$ cat config.mk
export PLATFORM = sky130hd
export DESIGN_NAME = gray_readout
export DESIGN_NICKNAME = d
export VERILOG_FILES = /design/src/rtl/gray_readout.sv
export SDC_FILE = /design/constraint.sdc
export NUM_CORES = 1
export LEC_CHECK = 0
export BUFFER_PORTS_ARGS = -buffer_cell sky130_fd_sc_hd__buf_2
export CAP_MARGIN = 20
export CORE_ASPECT_RATIO = 0.8
export CORE_MARGIN = 2
export CORE_UTILIZATION = 43
export DETAILED_ROUTE_END_ITERATION = 16
export PLACE_DENSITY = 0.82
export SYNTH_ARGS = -nofsm -noshare
export SYNTH_HDL_FRONTEND = slang
export SYNTH_SLANG_ARGS = --single-unit
$ cat constraint.sdc
create_clock -name clk -period 1.9 [get_ports clk]
set_clock_uncertainty 0.15 [all_clocks]
set_input_delay 0.38 -clock clk [delete_from_list [all_inputs] [get_ports clk]]
set_output_delay 0.38 -clock clk [all_outputs]
set_load 0.01 [all_outputs]
$ cat src/rtl/gray_readout.sv
// Purpose : column readout sequencer; walks pixel code memories 0..N_PIXELS-1,
//           converts each stored gray code to binary and streams it out.
// Latency : pix_rd to out_valid is 2 cycles (3 with GRAY_READOUT_PIPE_EN).
// Backpressure: out_data/out_addr are held in OUT until out_ready; no new read
//           is issued until the current result has been accepted.
//
// Optional build macro: GRAY_READOUT_PIPE_EN registers pix_data (gray_q) before
// the gray-to-binary XOR chain and adds a CONV state, for timing at large WIDTH.
//
// Ports:
//   clk, reset      - rising-edge clock; asynchronous active-high reset
//   start           - begin a frame readout (only sampled in IDLE)
//   pix_addr/pix_rd - pixel memory address and one-cycle read strobe
//   pix_data        - gray code returned the cycle after pix_rd
//   out_data/out_addr/out_valid/out_ready - binary result stream, valid/ready
//   busy            - high whenever not IDLE
//   done            - one-cycle pulse after the last pixel has been accepted
module gray_readout #(
    parameter int N_PIXELS = 4,
    parameter int WIDTH    = 8,
    localparam int AW      = (N_PIXELS > 1) ? $clog2(N_PIXELS) : 1
) (
    input  logic             clk,
    input  logic             reset,
    input  logic             start,
    output logic [AW-1:0]    pix_addr,
    output logic             pix_rd,
    input  logic [WIDTH-1:0] pix_data,
    output logic [WIDTH-1:0] out_data,
    output logic [AW-1:0]    out_addr,
    output logic             out_valid,
    input  logic             out_ready,
    output logic             busy,
    output logic             done
);

    typedef enum logic [2:0] {
        S_IDLE = 3'd0,
        S_READ = 3'd1,
        S_WAIT = 3'd2,
        S_CONV = 3'd3,
        S_OUT  = 3'd4,
        S_DONE = 3'd5
    } state_t;

    localparam logic [AW-1:0] LAST_K = AW'(N_PIXELS - 1);

    state_t           state_q, state_d;
    logic [AW-1:0]    k_q, k_d;
    logic [WIDTH-1:0] out_data_q, out_data_d;
    logic [AW-1:0]    out_addr_q, out_addr_d;

    // Inverse of the conversion counter encoding g[i] = q[i] ^ q[i+1]:
    // each binary bit is the XOR of all gray bits at or above it.
    function automatic logic [WIDTH-1:0] gray2bin(input logic [WIDTH-1:0] g);
        logic [WIDTH-1:0] b;
        b[WIDTH-1] = g[WIDTH-1];
        for (int i = WIDTH - 2; i >= 0; i--) begin
            b[i] = b[i+1] ^ g[i];
        end
        return b;
    endfunction

`ifdef GRAY_READOUT_PIPE_EN
    logic [WIDTH-1:0] gray_q, gray_d;
`endif

    always_comb begin
        state_d    = state_q;
        k_d        = k_q;
        out_data_d = out_data_q;
        out_addr_d = out_addr_q;
`ifdef GRAY_READOUT_PIPE_EN
        gray_d     = gray_q;
`endif
        case (state_q)
            S_IDLE: begin
                if (start) begin
                    k_d     = '0;
                    state_d = S_READ;
                end
            end
            S_READ: begin
                state_d = S_WAIT;
            end
            S_WAIT: begin
`ifdef GRAY_READOUT_PIPE_EN
                gray_d     = pix_data;
                state_d    = S_CONV;
`else
                out_data_d = gray2bin(pix_data);
                out_addr_d = k_q;
                state_d    = S_OUT;
`endif
            end
`ifdef GRAY_READOUT_PIPE_EN
            S_CONV: begin
                out_data_d = gray2bin(gray_q);
                out_addr_d = k_q;
                state_d    = S_OUT;
            end
`endif
            S_OUT: begin
                // Result is held here until accepted; only then move on.
                if (out_ready) begin
                    if (k_q == LAST_K) begin
                        state_d = S_DONE;
                    end else begin
                        k_d     = k_q + AW'(1);
                        state_d = S_READ;
                    end
                end
            end
            S_DONE: begin
                state_d = S_IDLE;
            end
            default: begin
                state_d = S_IDLE;
            end
        endcase
    end

    always_ff @(posedge clk or posedge reset) begin
        if (reset) begin
            state_q    <= S_IDLE;
            k_q        <= '0;
            out_data_q <= '0;
            out_addr_q <= '0;
        end else begin
            state_q    <= state_d;
            k_q        <= k_d;
            out_data_q <= out_data_d;
            out_addr_q <= out_addr_d;
        end
    end

`ifdef GRAY_READOUT_PIPE_EN
    always_ff @(posedge clk or posedge reset) begin
        if (reset) begin
            gray_q <= '0;
        end else begin
            gray_q <= gray_d;
        end
    end
`endif

    // Status outputs are decoded straight from the state register, so an
    // asynchronous reset clears them in the same cycle.
    assign pix_addr  = k_q;
    assign pix_rd    = (state_q == S_READ);
    assign out_data  = out_data_q;
    assign out_addr  = out_addr_q;
    assign out_valid = (state_q == S_OUT);
    assign busy      = (state_q != S_IDLE);
    assign done      = (state_q == S_DONE);

endmodule

== After elaboration in Yosys (flattened, before gate mapping) ==
Cells that the tools add are included.
W data, S select, Z words.
Operators by class
  reduce and logical (&&, ||, !) cells: 5
  bitwise operators: 7
  add/sub/neg operators: 1
  equality and inequality tests: 8
  mux-type cells: 8
Operators with widths (number)
  $pmux W3 S4: 1
  $mux W3: 3
  $xor A1 B1 Y1: 7
  $eq A3 B3 Y1 const B: 2
  $mux W2: 3
  $ne A2 B2 Y1 const B: 2
  $pmux W2 S2: 1
  $reduce_and A4 Y1: 1
  $eq A3 B1 Y1 const B: 1
  $eq A3 B2 Y1 const B: 1
  $logic_not A3 Y1: 1
  $reduce_bool A3 Y1: 1
  $add A2 B1 Y2 const B: 1
  $eq A2 B2 Y1 const B: 1
  $ne A2 B1 Y1 const B: 1
  $reduce_and A2 Y1: 1
  $reduce_bool A2 Y1: 1
Word-level totals
  output and inout port bits: 16
  word-level logic and storage cells: 33
  input port bits: 12
  bits in registers: 15

== Longest topological paths before layout ==
  depth after elaboration: 7
  depth in mapped cells: 6

== Worst setup path before layout ==
OpenSTA, ideal clock, no wires.
  kind: reg-to-reg
  start: reg state_q[2]
  end: reg out_data_q[0] (netlist: out_data[0])
  library setup time: 0.161 ns
  path slack: 0.135 ns
  arrival time: 1.453 ns
  period minus slack after synthesis: 1.765 ns
  cell stages (with the launch flop): 6
  cells stage by stage: dfrtp_1 clkbuf_1 nor3b_1 nand2_1 nor3_1 a211oi_1
On the way
  cells in the longest elaborated chain, start to end: 1
RTL lines
  start, declared: RTL line 48  | state_t state_q, state_d;
  start signal, assigned: RTL line 130  | state_q <= state_d;
  $eq A3 B2 Y1: RTL line 76  | case (state_q)
  end signal, assigned: RTL line 132  | out_data_q <= out_data_d;
  end, declared: RTL line 50  | logic [WIDTH-1:0] out_data_q, out_data_d;
No other way between the ends.
A chain may end at the register's enable or synchronous reset.

== Worst setup path in the final report ==
  start: reg state_q[2]
  end: out busy
On the way
  cells in the longest elaborated chain, start to end: 1
RTL lines
  $reduce_bool A3 Y1: RTL line 154  | assign busy = (state_q != S_IDLE);
  end, declared: RTL line 33  | output logic busy,
No other way between the ends.

==> impl_metrics.py <==
metrics = {
    "clocking": {
        "post-cts-setup-buffer-count": 0,
        "clock-sinks": 15,
        "clk_pin_slew_ns": 0.09,
        "cts_resized": 0,
        "tritoncts": "built",
        "root_buffer": "clkbuf_4",
        "numCtsBuffers": 3,
        "clock_latency_ns": 0.28,
        "htree_levels": 1,
        "cts.path.max_buffers": 2,
        "cts_hold_repair.buffers": 0,
    },
    "setup_path": {
        "crit_type": "reg2out",
        "critPathCaptureType": "primary output",
        "max_stage_delay_ns": 0.50,
        "path_cells": "or3_1 > buf_2",
        "cp.arrival_ns": 1.27,
        "crit_path_start_kind": "flop",
        "crit_slowest_cell": "dfrtp_1",
        "cp.required_ns": 1.37,
        "path_max_fanout": 11,
    },
    "routing": {
        "first_pass_iters": 4,
        "wl_um": 1720,
        "antenna_left": 0,
        "drc": 0,
        "routedWlPerCell_um": 12.46,
        "vias_per_cell": 4.957,
        "drtIter0Drc": 6,
        "vias": 684,
    },
    "sta": {
        "setup_ws_ns": 0.1037,
        "finalCritPeriodShare_pct": 94.54,
        "slew_headroom_pct": 60.32,
        "timing.hold.ws_ns": -0.003815,
        "finalHoldViolations": 8,
        "clock.fmax_ghz": 0.5567,
        "fin_crit_ns": 1.796,
        "worst_slew_pin_slew_ns": 0.5946,
        "slew_violations": 0,
        "rsz0062_at_grt": "no",
        "fin_tns_setup_ns": 0,
        "setup_viol": 0,
    },
    "yosys": {
        "synth_edf_count": 0,
        "netlist.area_leader.share_pct": 45.18,
        "synth_cells": 85,
        "ys_seq_elements": 15,
        "async_reset_ff_share_pct": 100.0,
        "synth_area_leaders": "dfrtp_1, nand2_1, xnor2_1",
        "synth-main-ff-cell": "dfrtp_1",
        "synth_fa_ha_area_share_pct": 1.506,
        "muxShareOfSynthArea_pct": 2.560,
        "synthXorXnorAreaFrac_pct": 15.81,
        "synthesis.nets": 98,
        "synth.most_common_cell": "nand2_1",
        "yosys.area_share.simple_pct": 21.84,
        "synth_compound_area_share_pct": 10.39,
        "seq_area_frac_synth_pct": 45.18,
        "synth_common_cells": "nand2_1, dfrtp_1, xnor2_1",
        "synth_cell_types": 29,
        "synth_area_leader_cell": "dfrtp_1",
        "synth_top_family_by_area": "simple AND/OR/NAND/NOR gates",
        "ys_warn_count": 0,
        "avgSynthCellArea_sq_um": 9.774,
        "synth.cell_area_sq_um": 830.8,
    },
    "place": {
        "dp_cells": 134,
        "dp_slack_ns": 0.005534,
        "gp_congestion": 0.7631,
        "dpl.hpwl_um": 1303,
        "dpl_cell_area_sq_um": 999.7,
        "port_buffers": 27,
    },
    "floorplanning": {
        "core_area_sq_um": 1857,
        "ioPinCount": 28,
        "die_h_um": 43.32,
        "initial_utilization_pct": 44.74,
        "die_w_um": 53.15,
        "rows": 14,
        "die_area_sq_um": 2302,
    },
    "power": {
        "power_density_nw_per_um2": 1377,
        "ir_worst_vdd_mv": 0.7897,
        "leakagePower_nw": 0.5240,
        "p_total_mw": 1.412,
    },
    "job": {
        "maxCapViolations": 0,
    },
    "global_route": {
        "track_usage_pct": 17.13,
        "grt_antenna_before_repair": 0,
        "grt_pass1_vias": 658,
        "grt_start_max_net_pins": 16,
        "grt.overflow.total": 0,
        "grt_first_pass_wirelength_um": 2829,
    },
    "finish": {
        "final_area_sq_um": 1026,
        "drive_gt1_share_pct": 31.58,
        "num_antenna_cells": 0,
        "area_delta_synth_final_pct": 23.49,
        "final_util_pct": 55.26,
        "nets": 128,
        "final_cells": 138,
    },
    "hold_path": {
        "min_path_type": "in2async",
    },
    "outcome": {
        "status": "finished with violations",
        "violations": "hold timing",
    },
}
cell usage in the layout (no fill, tap or decap), drive strengths merged, types with 3 or more instances in the layout:
master,netlist,layout
buf,0,30
nand2,21,21
nor3b,4,4
dfrtp,15,15
o21ai,5,5
a22o,3,3
xnor2,9,9
xor2,3,3
nor3,3,3
clkbuf,5,4
area by class of cell:
type                            count  area [sq um]
Clock buffer                        4         26.28
Inverter                            1         3.754
Fill cell                         189         830.8
Multi-Input combinational cell     64         432.9
Tap cell                           24         30.03
Sequential cell                    15         375.4
Timing Repair Buffer               30         157.7
per-layer routing:
layer  track usage, %  up-vias  share of wire (%)
met2            29.00       16                 51
met3            6.338        2                4.2
met4            3.077        0               0.99
met5                0        -                  0
met1            21.18      324                 44
li1                 -      342                  -
registers in the layout, summed over array words and instances, names as in the netlist:
name	cells
out_data	8
out_addr	2
pix_addr	2
state_q	3
power breakdown:
part	leakage, nW	internal (mW)	switching [mW]
Clock	0.0150	0.0816	0.0969
Combinational	0.318	0.304	0.344
Sequential	0.191	0.458	0.127
Total	0.524	0.844	0.568
cell families (layout without fill, tap and decap cells):
group / Yosys count / after routing
flip-flops: 15 / 15
AO/OA/AOI/OAI: 13 / 13
adder cells (fa/ha/maj): 1 / 1
XOR/XNOR: 12 / 12
AND/OR/NAND/NOR: 36 / 36
multiplexers: 2 / 2
buffers and inverters: 6 / 35
worst max-delay path, delay by kind of cell (launching register included):
family,cells,cell delay (ns)
buffers and inverters,1,0.14
flip-flops,1,0.50
AND/OR/NAND/NOR,1,0.34
path summary, 6_finish.rpt:
| path | startpoint | end | slack (ns) | cells past startpoint |
|---|---|---|---|---|
| min in group clk | pix_data[7] | out_data[7] | 0.19 | 3 |
| max in group asynchronous | reset | out_data[4] | 1.21 | 2 |
| worst min register to register | out_data[4] | out_data[4] | 0.33 | 2 |
| worst max register to register | pix_addr[0] | pix_addr[0] | 0.30 | 5 |
| worst min-delay path | reset | out_data[2] | -0.004 | 2 |
| worst max-delay path | state_q[2] | busy | 0.10 | 2 |
No activity file was read; power rests on OpenSTA's default activity.
